[config.mk]
export PLATFORM = sky130hd
export DESIGN_NAME = elastic_pipeline
export DESIGN_NICKNAME = d
export VERILOG_FILES = /design/src/rtl/pipeline_pkg.sv /design/src/rtl/pipe_slot.sv /design/src/rtl/elastic_pipeline.sv
export SDC_FILE = /design/constraint.sdc
export NUM_CORES = 1
export LEC_CHECK = 0
export CAP_MARGIN = 20
export CORE_UTILIZATION = 49
export DETAILED_ROUTE_END_ITERATION = 10
export PLACE_DENSITY = 0.82
export SLEW_MARGIN = 20
export SYNTH_ARGS = -nofsm -noshare
export SYNTH_HDL_FRONTEND = slang
export SYNTH_SLANG_ARGS = --single-unit
export TNS_END_PERCENT = 10
[constraint.sdc]
create_clock -name clock -period 1.65 [get_ports clock]
set_input_delay 0.33 -clock clock [delete_from_list [all_inputs] [get_ports clock]]
set_output_delay 0.33 -clock clock [all_outputs]
set_load 0.02 [all_outputs]
[src/rtl/pipeline_pkg.sv]
// Shared constants and sizing helpers for the elastic register pipeline.
package pipeline_pkg;

    localparam int DEFAULT_WIDTH = 8;
    localparam int DEFAULT_DEPTH = 3;

    // Bits needed to count 0..depth valid stages.
    function automatic int occ_width(input int depth);
        return $clog2(depth + 1);
    endfunction

endpackage

[src/rtl/pipe_slot.sv]
// One elastic stage: a valid bit plus a payload register that advances whenever
// it is empty or its downstream neighbour can take its current item.
module pipe_slot
    import pipeline_pkg::*;
#(
    parameter int WIDTH = DEFAULT_WIDTH
) (
    input  logic             clock,
    input  logic             reset_n,
    input  logic             flush,
    input  logic             up_valid,
    input  logic [WIDTH-1:0] up_data,
    input  logic             down_ready,
    output logic             ready,
    output logic             valid,
    output logic [WIDTH-1:0] data
);

    assign ready = ~valid | down_ready;

    // Bubbles advance the valid bit only, so the payload of the last real item
    // stays visible on the output while the stage is empty.
    always_ff @(posedge clock) begin
        if (!reset_n) begin
            valid <= 1'b0;
            data  <= '0;
        end else if (flush) begin
            valid <= 1'b0;
        end else if (ready) begin
            valid <= up_valid;
            if (up_valid) begin
                data <= up_data;
            end
        end
    end

endmodule

[src/rtl/elastic_pipeline.sv]
// DEPTH-stage elastic pipeline with combinational ready propagation, flush and
// a live count of occupied stages.
module elastic_pipeline
    import pipeline_pkg::*;
#(
    parameter int WIDTH = DEFAULT_WIDTH,
    parameter int DEPTH = DEFAULT_DEPTH
) (
    input  logic                        clock,
    input  logic                        reset_n,
    input  logic                        in_valid,
    input  logic [WIDTH-1:0]            in_data,
    output logic                        in_ready,
    output logic                        out_valid,
    output logic [WIDTH-1:0]            out_data,
    input  logic                        out_ready,
    input  logic                        flush,
    output logic [occ_width(DEPTH)-1:0] occupancy
);

    localparam int OCC_W = occ_width(DEPTH);

    // Handshake: an item moves across a boundary on a rising edge where the
    // sender's valid and the receiver's ready are both 1; valid never waits on ready.
    logic [DEPTH-1:0] stage_valid;
    logic [WIDTH-1:0] stage_data [DEPTH];
    logic [OCC_W-1:0] valid_count;

    genvar k;
    generate
        for (k = 0; k < DEPTH; k++) begin : gen_slot
            logic             up_valid;
            logic [WIDTH-1:0] up_data;
            logic             down_ready;
            logic             ready;

            if (k == 0) begin : g_head
                assign up_valid = in_valid;
                assign up_data  = in_data;
            end else begin : g_body
                assign up_valid = stage_valid[k-1];
                assign up_data  = stage_data[k-1];
            end

            // Ready chains back stage by stage from out_ready.
            if (k == DEPTH - 1) begin : g_tail
                assign down_ready = out_ready;
            end else begin : g_mid
                assign down_ready = gen_slot[k+1].ready;
            end

            pipe_slot #(
                .WIDTH(WIDTH)
            ) u_slot (
                .clock     (clock),
                .reset_n   (reset_n),
                .flush     (flush),
                .up_valid  (up_valid),
                .up_data   (up_data),
                .down_ready(down_ready),
                .ready     (ready),
                .valid     (stage_valid[k]),
                .data      (stage_data[k])
            );
        end
    endgenerate

    always_comb begin
        valid_count = '0;
        for (int i = 0; i < DEPTH; i++) begin
            valid_count = valid_count + OCC_W'(stage_valid[i]);
        end
    end

    // While reset is held the outputs already show the post-reset empty state.
    assign in_ready  = (gen_slot[0].ready | ~reset_n) & ~flush;
    assign out_valid = stage_valid[DEPTH-1] & reset_n & ~flush;
    assign out_data  = reset_n ? stage_data[DEPTH-1] : '0;
    assign occupancy = reset_n ? valid_count : '0;

endmodule

==> flow_summary_export.csv, run 1 <==
group,metric,value,unit
run_status,outcome,"finished, violations left",
run_status,violations,"negative setup slack",
hold_path,hp-class,"flop to flop",
routing,first_pass_iters,4,
power,leakage,0.000668,µW
worst_setup_path,cp_cell_sequence,"fa_1, and2_4, buf_6",
floorplan,die_y,51.0,µm
worst_setup_path,end_kind,"primary output",
worst_setup_path,required,1.32,ns
floorplan,die_area,0.00260,mm²
clocking,hold_buffers,0,
worst_setup_path,max_stage_delay,0.54,ns
routing,ant_nets,0,
clocking,clockBufferDepth,2,
clocking,clkSinkCount,27,
clocking,htreeDepth,1,
clocking,cts_tree,"built",
timing,fmax,560,MHz
synthesis,syn_inst,131,
synthesis,yosys.area.top_type,"dfxtp_1",
final_layout,antennaDiodeCount,0,
final_layout,nFillCells,187,
floorplan,die_w,51.0,µm
floorplan,fp-row-count,17,
timing,fin_setup_tns,-0.215,ns
placement,hpwl,1670,µm
placement,globalplace.congestion,0.888,
timing,layout_setup_ws,-0.134,ns
routing,via_per_inst,5.21,
synthesis,synthArstFlopShare,0,
global_routing,grt_pass1_wl,3640,µm
timing,post-route-min-period,1.78,ns
routing,vias,974,
placement,dpl_cell_area,0.00148,mm²
synthesis,yosysMostFrequentCell,"dfxtp_1",
synthesis,synth_cell_type_count,22,
power,p_per_area,716,mW/mm²
global_routing,antenna_found_initial,0,
global_routing,overflow,0,
routing,avgRoutedWirePerCell,12.1,µm
worst_setup_path,critPathLaunchType,"flop",
clocking,clkLatencyLatePin,0.32,ns
floorplan,start_util,0.527,
global_routing,groute.usage.overall,0.193,
clocking,clk_pin_slew_worst_paths,0.14,ns
timing,tightest_slew,0.398,ns
routing,drc,0,
final_layout,layout-drive-gt1-share,0.214,
timing,rsz0062_at_grt,"true",
worst_setup_path,worstPathMaxFanout,2,
synthesis,synth-seq-cells,27,
worst_setup_path,crit_arrival,1.45,ns
floorplan,core-area,0.00223,mm²
synthesis,syn-num-nets,145,
placement,io_buffers,24,
power,ir_drop,0.430,mV
floorplan,ios,25,
run,maxCapViolCount,0,
synthesis,synth-edff-count,0,
clocking,root_buffer,"clkbuf_4",
worst_setup_path,crit_type,"flop to primary output",
clocking,numCtsBuffers,3,
synthesis,synth_seq_area_share,0.459,
routing,drt_wl_total,2260,µm
timing,slew-limit-headroom,0.735,
timing,finalHoldViolCount,0,
synthesis,ys_top_cells_by_area,"dfxtp_1 46%, mux2i_1 14%, nand2_1 7.7%, and2_1 5.3%, a21boi_0 5.1%",
routing,drtIter0Drc,15,
final_layout,design_area,0.00148,mm²
final_layout,synthToLayoutAreaGrowth,25.7,%
timing,fin_crit_sh,1.08,
synthesis,yosysWarningCount,0,
synthesis,ys.flop_type,"dfxtp_1",
synthesis,yosys-top-cells-count,"27 x dfxtp_1, 24 x nand2_1, 16 x mux2i_1",
final_layout,fin_util,0.663,
global_routing,grt_pass1_vias,836,
timing,finalMaxSlewViolations,0,
timing,setup_violations,2,
timing,finalClockSkew,0.00158,ns
worst_setup_path,cp_slowest_cell,"fa_1",
synthesis,yosysTopAreaCellShare,0.459,
synthesis,synth_area,0.00118,mm²
synthesis,avgSynthCellArea,8.99,µm²
final_layout,final_nets,174,
global_routing,grt_start_max_net_pins,26,
==> cells by family (layout without fill, tap and decap cells) <==
kind of cell,Yosys count,in the layout,share of synthesized area
fa+ha+maj,1,1,0.0170
compound gates,21,21,0.117
flops,27,27,0.459
mux,16,16,0.136
simple gates,52,52,0.215
buf+inv,14,42,0.0563
==> registers in the layout, summed over array words and instances, names as in the netlist <==
signal / cells
gen_slot.u_slot.data: 24
gen_slot.u_slot.valid: 3
==> worst max-delay path, delay by kind of cell (launching register included) <==
family / cells / cell delay [ns]
flops: 1 / 0.35
buf+inv: 1 / 0.10
simple gates: 1 / 0.14
fa+ha+maj: 1 / 0.54
==> routing by layer <==
layer / track usage / routed length [µm] / up-vias / share of wire
met3: 0.0446 / 110 / 13 / 0.049
li1: - / - / 491 / -
met1: 0.221 / 965 / 437 / 0.43
met5: 0 / 0 / - / 0
met2: 0.307 / 1080 / 33 / 0.48
met4: 0.148 / 96 / 0 / 0.043
==> per-stage QoR <==
| stage | hold slack (ns) | instances | setup WS (ns) | total power (µW) |
|---|---|---|---|---|
| floorplan | 0.438 | 131 | 0.187 | 739 |
| global placement | 0.450 | 183 | -0.411 | 788 |
| detailed placement | 0.460 | 183 | -0.477 | 792 |
| CTS | 0.479 | 187 | -0.147 | 1070 |
| global route | 0.498 | 187 | -0.183 | 1100 |
| finish | 0.476 | 187 | -0.134 | 1060 |
==> power by group <==
group	leakage, µW	internal (µW)	total (µW)	switching, µW
Clock	0.0000177	91.0	279	188
Combinational	0.000431	62.2	111	49.3
Sequential	0.000220	665	669	4.47
Total	0.000668	818	1060	241
==> final cells by class <==
type | instances | area (µm²) | share of cell area
clock buffers | 3 | 22.5 | 0.0152
repair buffers | 35 | 280 | 0.189
flip-flops and latches | 27 | 544 | 0.368
well taps | 28 | 35.0 | 0.0237
clock inverters | 1 | 5.00 | 0.00338
multi-input cells | 90 | 582 | 0.393
inverters | 3 | 11.3 | 0.00761
==> final timing paths <==
check | depth (start not counted) | slack (ns) | start | to
setup / recovery | 3 | -0.13 | gen_slot[1].u_slot.valid | occupancy[0]
hold / removal | 2 | 0.48 | gen_slot[0].u_slot.data[1] | gen_slot[1].u_slot.data[1]
setup reg to reg | 5 | 0.10 | gen_slot[2].u_slot.valid | gen_slot[0].u_slot.data[6]
hold reg to reg | 2 | 0.48 | gen_slot[0].u_slot.data[1] | gen_slot[1].u_slot.data[1]
==> placed cells by master, fill, tap and decap left out, types with 2 or more instances in the layout <==
cell,n
a21oi_1,2
inv_1,3
nand2b_1,2
dfxtp_1,24
dfxtp_2,3
nor2_1,4
clkdlybuf4s50_1,12
nand2_1,24
o21ai_0,8
nand3_1,9
buf_4,13
buf_6,2
clkbuf_4,3
mux2i_1,16
a21boi_0,8
and2_1,9
buf_2,8
==> what timing repair did <==
item                                    in CTS  in global routing
pin swaps                                    1                  1
resized for setup                           58                  3
setup buffers                                0                  0
endpoints found under the setup margin      13                 12
No activity file was read; power rests on OpenSTA's default activity.
==> run 2, diff against run 1 <==
Settings changed: CORE_ASPECT_RATIO from default to 1.75, SLEW_MARGIN 20 to 30.
==> flow_summary_export.csv, run 2 (same netlist as run 1, synthesis figures left out) <==
group,metric,value,unit
worst_setup_path,max_stage_delay,0.53,ns
final_layout,regArea,542,µm²
routing,wl_met2,1100,µm
placement,placed_cells,180,
power,power.total,1150,µW
placement,globalplace.congestion,0.700,
run_status,outcome,"finished, violations left",
worst_setup_path,required,1.32,ns
timing,slew-limit-headroom,0.731,
worst_setup_path,critPathLaunchType,"flop",
run_status,violations,"negative setup slack",
worst_setup_path,worstPathMaxFanout,2,
power,intPower,895,µW
worst_setup_path,cp_cell_sequence,"fa_1, and2_4, buf_6",
worst_setup_path,critPathBufInv,1,
power,p_clk_frac,0.325,
final_layout,final_nets,174,
final_layout,antennaDiodeCount,0,
clocking,clk_pin_slew_worst_paths,0.09,ns
hold_path,holdPathStages,2,
floorplan,ios,25,
routing,vias,930,
worst_setup_path,cp_num_cells,3,
clocking,root_buffer,"clkbuf_8",
final_layout,instances_no_fill,184,
power,p_seq_frac,0.582,
final_layout,nFillCells,189,
worst_setup_path,end_kind,"primary output",
placement,hpwl,1600,µm
routing,ant_nets,0,
global_routing,grt_pass1_wl,3560,µm
power,switchingPower,253,µW
final_layout,synthToLayoutAreaGrowth,30.0,%
global_routing,grt_pass1_vias,903,
final_layout,largest_reg_flops,24,
timing,post-route-min-period,1.70,ns
floorplan,die_y,66.8,µm
routing,first_pass_iters,4,
timing,tightest_slew,0.403,ns
clocking,clkLatencyLatePin,0.27,ns
routing,avgRoutedWirePerCell,11.0,µm
timing,fin_crit_sh,1.03,
clocking,htreeDepth,1,
worst_setup_path,cp_slowest_cell,"fa_1",
timing,fmax,588,MHz
clocking,numCtsBuffers,3,
floorplan,die_w,39.1,µm
timing,finalHoldViolCount,0,
global_routing,grt_start_max_net_pins,23,
routing,maxUsedRoutingLayer,"met4",
worst_setup_path,crit_arrival,1.37,ns
power,power.share.combinational,0.093,
power,ir_drop,0.818,mV
clocking,cts_tree,"built",
hold_path,hp-class,"flop to flop",
worst_setup_path,critPathTopFamily,"adder cells",
timing,layout_setup_ws,-0.0509,ns
global_routing,overflow,0,
routing,wl_met3,44,µm
final_layout,largestRegisters,"gen_slot.u_slot.data: 24 flops, gen_slot.u_slot.valid: 3 flops",
clocking,clkSinkCount,27,
floorplan,start_util,0.518,
global_routing,antenna_found_initial,0,
routing,via_per_inst,5.05,
final_layout,multi_input_area,574,µm²
final_layout,final_common_cell,"dfxtp_1",
worst_setup_path,crit_type,"flop to primary output",
worst_setup_path,r2r_cells,5,
routing,drt_wl_total,2020,µm
run,maxCapViolCount,0,
routing,drtIter0Drc,27,
power,leakage,0.000659,µW
floorplan,core-area,0.00227,mm²
clocking,hold_buffers,0,
routing,drc,0,
floorplan,fp-row-count,23,
timing,finalMaxSlewViolations,0,
routing,m1WireLength,856,µm
floorplan,die_area,0.00261,mm²
timing,setup_violations,1,
final_layout,layout-drive-gt1-share,0.195,
timing,finalClockSkew,0.00397,ns
timing,rsz0062_at_grt,"true",
power,p_per_area,750,mW/mm²
final_layout,mostFrequentLayoutCells,"26 x dfxtp_1, 24 x nand2_1, 16 x mux2i_1, 11 x buf_4, 10 x clkdlybuf4s50_1",
final_layout,regMostFlops,"gen_slot.u_slot.data",
global_routing,groute.usage.overall,0.187,
power,p_sw_frac,0.221,
clocking,clockBufferDepth,2,
placement,io_buffers,24,
[run 2: worst paths after layout]
kind / end / startpoint / slack, ns
setup / recovery: occupancy[0] / gen_slot[0].u_slot.valid / -0.05
hold reg to reg: gen_slot[1].u_slot.data[2] / gen_slot[1].u_slot.data[2] / 0.47
setup reg to reg: gen_slot[0].u_slot.data[1] / gen_slot[2].u_slot.valid / 0.12
hold / removal: gen_slot[1].u_slot.data[2] / gen_slot[1].u_slot.data[2] / 0.47
[run 2: repair_timing]
item                                    4_1_cts  5_1_grt
cloned                                        0        0
resized for setup                            46        4
buffers inserted                              0        0
endpoints found under the setup margin       20       11
[run 2: worst min-delay path, delay by kind of cell, from the launching register on]
family           cells  cell delay [ns]
multiplexers         1             0.06
AND/OR/NAND/NOR      1             0.05
flip-flops           1             0.32
[run 2: through the flow]
step           setup TNS, ns  setup WS, ns  hold slack [ns]   util  area [µm²]
6_report             -0.0509       -0.0509            0.471  0.673        1530
4_1_cts              -0.0585       -0.0585            0.476  0.673        1530
2_1_floorplan              0         0.187            0.438      -        1180
3_5_place_dp           -9.67        -0.491            0.461  0.649        1480
5_1_grt               -0.122       -0.0894            0.496  0.673        1530
3_3_place_gp           -8.84        -0.454            0.449  0.649        1480
[run 2: layout make-up]
class / instances / area share
clock buffers: 3 / 0.0270
well taps: 25 / 0.0204
inverters: 3 / 0.00736
multi-input cells: 90 / 0.375
repair buffers: 35 / 0.211
flip-flops and latches: 27 / 0.354
clock inverters: 1 / 0.00491
[run 2: layer usage]
metal | vias to the layer above | GRT usage
met1 | 420 | 0.185
met4 | 0 | 0.0517
met3 | 2 | 0.0300
met2 | 16 | 0.367
li1 | 492 | -
met5 | - | 0
[run 2: power groups by stage]
| stage | Clock [µW] | Sequential [µW] | Combinational [µW] |
|---|---|---|---|
| 3_3_place_gp | 0 | 683 | 104 |
| 3_5_place_dp | 0 | 683 | 107 |
| 5_1_grt | 403 | 670 | 117 |
| 4_1_cts | 380 | 668 | 106 |
| 2_1_floorplan | 0 | 683 | 55.7 |
| 6_report | 373 | 668 | 107 |
==> run 3, diff against run 2 <==
Settings changed: GPL_ROUTABILITY_DRIVEN from default to 0.
==> results of run 3 <==
Same layout as run 2: the final DEF is identical, and so are final timing and power.
